`config.mk`:
```
export PLATFORM = sky130hd
export DESIGN_NAME = mainfsm
export DESIGN_NICKNAME = d
export VERILOG_FILES = /design/src/rtl/mainfsm.sv
export SDC_FILE = /design/constraint.sdc
export NUM_CORES = 1
export LEC_CHECK = 0
export CAP_MARGIN = 20
export CORE_AREA = 2 2 39 41
export CTS_BUF_LIST = sky130_fd_sc_hd__clkbuf_8 sky130_fd_sc_hd__clkbuf_16
export DETAILED_ROUTE_END_ITERATION = 10
export DIE_AREA = 0 0 41 43
export DONT_BUFFER_PORTS = 1
export MAX_ROUTING_LAYER = met4
export SYNTH_ARGS = -nofsm -noshare
export SYNTH_HDL_FRONTEND = slang
export SYNTH_SLANG_ARGS = --single-unit
```
`constraint.sdc`:
```
create_clock -name clk -period 2.3 [get_ports clk]
set_clock_uncertainty 0.05 [all_clocks]
set_input_delay 0.345 -clock clk [delete_from_list [all_inputs] [get_ports clk]]
set_output_delay 0.345 -clock clk [all_outputs]
set_load 0.03 [all_outputs]
```
`src/rtl/mainfsm.sv`:
```
// Multicycle MIPS main controller: Moore FSM sequencing fetch/decode/execute/
// memory/writeback and driving datapath enables, mux selects and aluop.
//
// state   | meaning
// --------+------------------------------------------------
// FETCH   | read instruction, PC <= PC + 4
// DECODE  | read registers, precompute branch target
// MEMADR  | compute load/store address
// MEMRD   | read data memory
// MEMWB   | write loaded data to register file
// MEMWR   | write data memory
// EXECUTE | R-type ALU operation
// ALUWB   | write ALU result to rd
// BRANCH  | compare for beq, select branch target
// ADDIEX  | add immediate
// ADDIWB  | write addi result to rt
// JUMP    | load jump target into PC
module mainfsm (
  input  logic       clk,
  input  logic       reset,
  input  logic [5:0] op,
  output logic       memwrite,
  output logic       irwrite,
  output logic       regwrite,
  output logic       iord,
  output logic       memtoreg,
  output logic       regdst,
  output logic       alusrca,
  output logic       branch,
  output logic       pcwrite,
  output logic [1:0] alusrcb,
  output logic [1:0] pcsrc,
  output logic [1:0] aluop,
  output logic [3:0] state
);

  typedef enum logic [3:0] {
    S_FETCH   = 4'd0,
    S_DECODE  = 4'd1,
    S_MEMADR  = 4'd2,
    S_MEMRD   = 4'd3,
    S_MEMWB   = 4'd4,
    S_MEMWR   = 4'd5,
    S_EXECUTE = 4'd6,
    S_ALUWB   = 4'd7,
    S_BRANCH  = 4'd8,
    S_ADDIEX  = 4'd9,
    S_ADDIWB  = 4'd10,
    S_JUMP    = 4'd11
  } state_t;

  localparam logic [5:0] OP_LW    = 6'b100011;
  localparam logic [5:0] OP_SW    = 6'b101011;
  localparam logic [5:0] OP_RTYPE = 6'b000000;
  localparam logic [5:0] OP_BEQ   = 6'b000100;
  localparam logic [5:0] OP_ADDI  = 6'b001000;
  localparam logic [5:0] OP_J     = 6'b000010;

  state_t r_state;
  state_t w_next;

  always_ff @(posedge clk or posedge reset) begin
    if (reset) r_state <= S_FETCH;
    else       r_state <= w_next;
  end

  always_comb begin
    w_next   = S_FETCH;
    memwrite = 1'b0;
    irwrite  = 1'b0;
    regwrite = 1'b0;
    iord     = 1'b0;
    memtoreg = 1'b0;
    regdst   = 1'b0;
    alusrca  = 1'b0;
    branch   = 1'b0;
    pcwrite  = 1'b0;
    alusrcb  = 2'b00;
    pcsrc    = 2'b00;
    aluop    = 2'b00;
    case (r_state)
      S_FETCH: begin
        alusrcb = 2'b01;
        irwrite = 1'b1;
        pcwrite = 1'b1;
        w_next  = S_DECODE;
      end
      S_DECODE: begin
        alusrcb = 2'b11;
        case (op)
          OP_LW, OP_SW: w_next = S_MEMADR;
          OP_RTYPE:     w_next = S_EXECUTE;
          OP_BEQ:       w_next = S_BRANCH;
          OP_ADDI:      w_next = S_ADDIEX;
          OP_J:         w_next = S_JUMP;
          default:      w_next = S_FETCH;
        endcase
      end
      S_MEMADR: begin
        alusrca = 1'b1;
        alusrcb = 2'b10;
        w_next  = (op == OP_LW) ? S_MEMRD : S_MEMWR;
      end
      S_MEMRD: begin
        iord   = 1'b1;
        w_next = S_MEMWB;
      end
      S_MEMWB: begin
        memtoreg = 1'b1;
        regwrite = 1'b1;
      end
      S_MEMWR: begin
        iord     = 1'b1;
        memwrite = 1'b1;
      end
      S_EXECUTE: begin
        alusrca = 1'b1;
        aluop   = 2'b10;
        w_next  = S_ALUWB;
      end
      S_ALUWB: begin
        regdst   = 1'b1;
        regwrite = 1'b1;
      end
      S_BRANCH: begin
        alusrca = 1'b1;
        aluop   = 2'b01;
        pcsrc   = 2'b01;
        branch  = 1'b1;
      end
      S_ADDIEX: begin
        alusrca = 1'b1;
        alusrcb = 2'b10;
        w_next  = S_ADDIWB;
      end
      S_ADDIWB: begin
        regwrite = 1'b1;
      end
      S_JUMP: begin
        pcsrc   = 2'b10;
        pcwrite = 1'b1;
      end
      default: w_next = S_FETCH;
    endcase
  end

  assign state = r_state;

endmodule

```
==> flow_metrics.env <==
export IMPL_status="completed"
export IMPL_gp_congestion=0.775
export IMPL_max_vdd_ir_drop_mv=0.396
export IMPL_synthMuxAreaShare_pct=0
export IMPL_synth_avg_cell_area_um2=7.38
export IMPL_hpwlAfterDp_um=924
export IMPL_cts_tree="built"
export IMPL_synth_warnings=0
export IMPL_synth_fp_nets=67
export IMPL_cts_reportedPaths_clkPinSlew_ps=30
export IMPL_synth_top_family_by_area="simple AND/OR/NAND/NOR gates"
export IMPL_timing_max_transition_violations_final=0
export IMPL_timing_critical_path_from_type="register"
export IMPL_hold_class="in -> reg"
export IMPL_max_slew_margin_rel_pct=61.5
export IMPL_static_leakage_power_nw=0.256
export IMPL_synthToLayoutAreaGrowth_pct=41.1
export IMPL_setup_crit_end_kind="output pin"
export IMPL_stdcell_area_um2=614
export IMPL_number_of_primary_i_o_pins=27
export IMPL_grt_antenna_before_repair=0
export IMPL_initial_core_util_pct=31.5
export IMPL_synth_top_cells_by_count="sky130_fd_sc_hd__nor2_1 (7), sky130_fd_sc_hd__nor3_1 (7), sky130_fd_sc_hd__dfrtp_1 (4)"
export IMPL_cp_required_ps=1900
export IMPL_synth_flop_cell="sky130_fd_sc_hd__dfrtp_1"
export IMPL_synth_fa_ha_area_share_pct=0
export IMPL_clockRootBuffer="sky130_fd_sc_hd__clkbuf_8"
export IMPL_number_of_flip_flops_in_the_largest_register=4
export IMPL_final_core_util_pct=44.4
export IMPL_n_fill_cell=143
export IMPL_netlist_area_um2=435
export IMPL_timing_max_cap_violations=0
export IMPL_die_height_um=43
export IMPL_finalSetupTns_ps=0
export IMPL_slowest_delay_ps=700
export IMPL_gr_usage_all_layers_pct=16.1
export IMPL_wl_per_instance_um=13.6
export IMPL_global_route_overflow=0
export IMPL_synthDominantAreaCellType="sky130_fd_sc_hd__dfrtp_1"
export IMPL_timing_final_setup_violations=0
export IMPL_grt_pass1_vias=417
export IMPL_drt_iter0_drc=10
export IMPL_powerDensity_nw_per_um2=1170
export IMPL_clock_latency_ps=220
export IMPL_total_routed_wirelength_mm=1.23
export IMPL_floorplan_rows=14
export IMPL_dpl_instance_area_um2=563
export IMPL_coreArea_um2=1380
export IMPL_worstSetupPathType="reg -> out"
export IMPL_cts_inserted_buffers=3
export IMPL_timing_final_crit_share_pct=88.0
export IMPL_synth_area_leaders="sky130_fd_sc_hd__dfrtp_1 (23%), sky130_fd_sc_hd__nor3_1 (8.0%), sky130_fd_sc_hd__nor2_1 (6.0%)"
export IMPL_synthesis_instances=59
export IMPL_die_width_um=41
export IMPL_placement_io_buffers=0
export IMPL_cts_repair_timing_setup_buffer_count=0
export IMPL_vias_per_cell=5.37
export IMPL_buffers_from_clock_root_to_sink_at_most=2
export IMPL_htree_levels=1
export IMPL_grt_pass1_wl_mm=1.76
export IMPL_synth_sequential_area_ratio_pct=23.0
export IMPL_post_layout_nets=85
export IMPL_final_antenna_net_count=0
export IMPL_synth_edf_count=0
export IMPL_ctsResizeCount=0
export IMPL_cells_along_the_critical_path="nand2b_1 -> o21ai_0 -> buf_4"
export IMPL_drive_gt1_share_pct=36.0
export IMPL_ys_seq_elements=4
export IMPL_die_area_um2=1760
export IMPL_compound_gate_portion_of_the_synthesized_area_pct=21.0
export IMPL_finalWorstSetupSlack_ps=277
export IMPL_fmax_ghz=0.494
export IMPL_crit_arrival_ps=1630
export IMPL_netlist_cell_type_count=28
export IMPL_cts_sinks=4
export IMPL_fraction_of_post_synthesis_cell_area_in_the_top_cell_type_by_area_pct=23.0
export IMPL_pre_antenna_drt_iters=4
export IMPL_synthXorXnorAreaFrac_pct=6.03
export IMPL_grt_max_degree=15
export IMPL_finalHoldViolCount=0
export IMPL_antennaDiodeCount=0
export IMPL_grt_setup_unrepaired="no"
export IMPL_slew_at_the_pin_closest_to_its_max_slew_limit_ps=578
export IMPL_finalCriticalPeriod_ps=2020
export IMPL_vias=489
export IMPL_synth_async_reset_ratio_pct=100
export IMPL_post_synth_and_or_nand_nor_area_fraction_pct=42.5
export IMPL_critical_path_slowest_cell="sky130_fd_sc_hd__dfrtp_1"
export IMPL_drcViolationCount=0
export IMPL_placement_setup_worst_slack_ps=515
export IMPL_timing_hold_ws_ps=263
export IMPL_critical_path_peak_fanout=13
==> worst max-delay path, delay by kind of cell, from the launching register on <==
kind / cells / cell delay (ps)
buffers and inverters: 1 / 180
flip-flops: 1 / 700
AND/OR/NAND/NOR: 1 / 310
AO/OA/AOI/OAI: 1 / 220
==> cell families after synthesis <==
logic type                Yosys count
and+or+nand+nor                    33
xor gates and xnor gates            3
buffers and inverters               7
DFF                                 4
AOI/OAI and AO/OA                  12
==> power breakdown <==
group | switching, W | total, W | internal, W
logic | 0.000300 | 0.000456 | 0.000156
clock network | 0.0000399 | 0.000152 | 0.000112
registers | 0.0000219 | 0.000109 | 0.0000872
==> metrics by stage <==
| step | power [W] | cells |
|---|---|---|
| final | 0.000717 | 91 |
| after global routing | 0.000750 | 91 |
| after CTS | 0.000722 | 91 |
| after detailed placement | 0.000566 | 87 |
| after global placement | 0.000559 | 87 |
| after floorplan | 0.000431 | 59 |
==> per-layer routing <==
layer  global-route usage [%]  part of all wire, %  vias to the layer above
met5                        -                    0                        -
met4                     14.0                  2.9                        0
met3                     4.19                  9.5                        4
met2                     21.3                   46                       24
met1                     19.2                   42                      214
li1                         -                    -                      247
==> cell usage in the layout, fill, tap and decap left out, types with 2 or more instances in the layout <==
cell type	instances
sky130_fd_sc_hd__inv_1	2
sky130_fd_sc_hd__nand2_1	3
sky130_fd_sc_hd__dfrtp_1	4
sky130_fd_sc_hd__xor2_1	2
sky130_fd_sc_hd__or3_1	3
sky130_fd_sc_hd__nor2_1	7
sky130_fd_sc_hd__nor3_1	6
sky130_fd_sc_hd__clkbuf_8	3
sky130_fd_sc_hd__o21ai_0	3
sky130_fd_sc_hd__buf_4	17
sky130_fd_sc_hd__a21oi_1	3
sky130_fd_sc_hd__nand3_1	3
sky130_fd_sc_hd__nand2b_1	3
==> repair_timing <==
action | 4_1_cts | 5_1_grt
hold buffers | 1 | 0
endpoints found under the setup margin | 0 | 0
endpoints found under the hold margin | 4 | 0
==> cell type report <==
cell class              count  area (um2)  share of cell area, %
repair buffers             18         138                   22.4
multi-input cells          48         308                   50.1
inverters                   2        7.51                   1.22
well taps                  16        20.0                   3.26
flip-flops and latches      4         100                   16.3
clock buffers               3        41.3                   6.72
==> worst paths after layout <==
| path | from | end | slack (ps) | depth (start not counted) |
|---|---|---|---|---|
| worst max-delay path | state[3] | regwrite | 280 | 3 |
| worst min-delay path | op[3] | state[2] | 260 | 2 |
| worst max register to register | state[1] | state[3] | 830 | 4 |
| worst min register to register | state[1] | state[0] | 710 | 3 |
| max in group asynchronous | reset | state[0] | 1650 | 2 |
| min in group asynchronous | reset | state[1] | 400 | 2 |
Note: power is estimated with default switching activity, not from simulation.
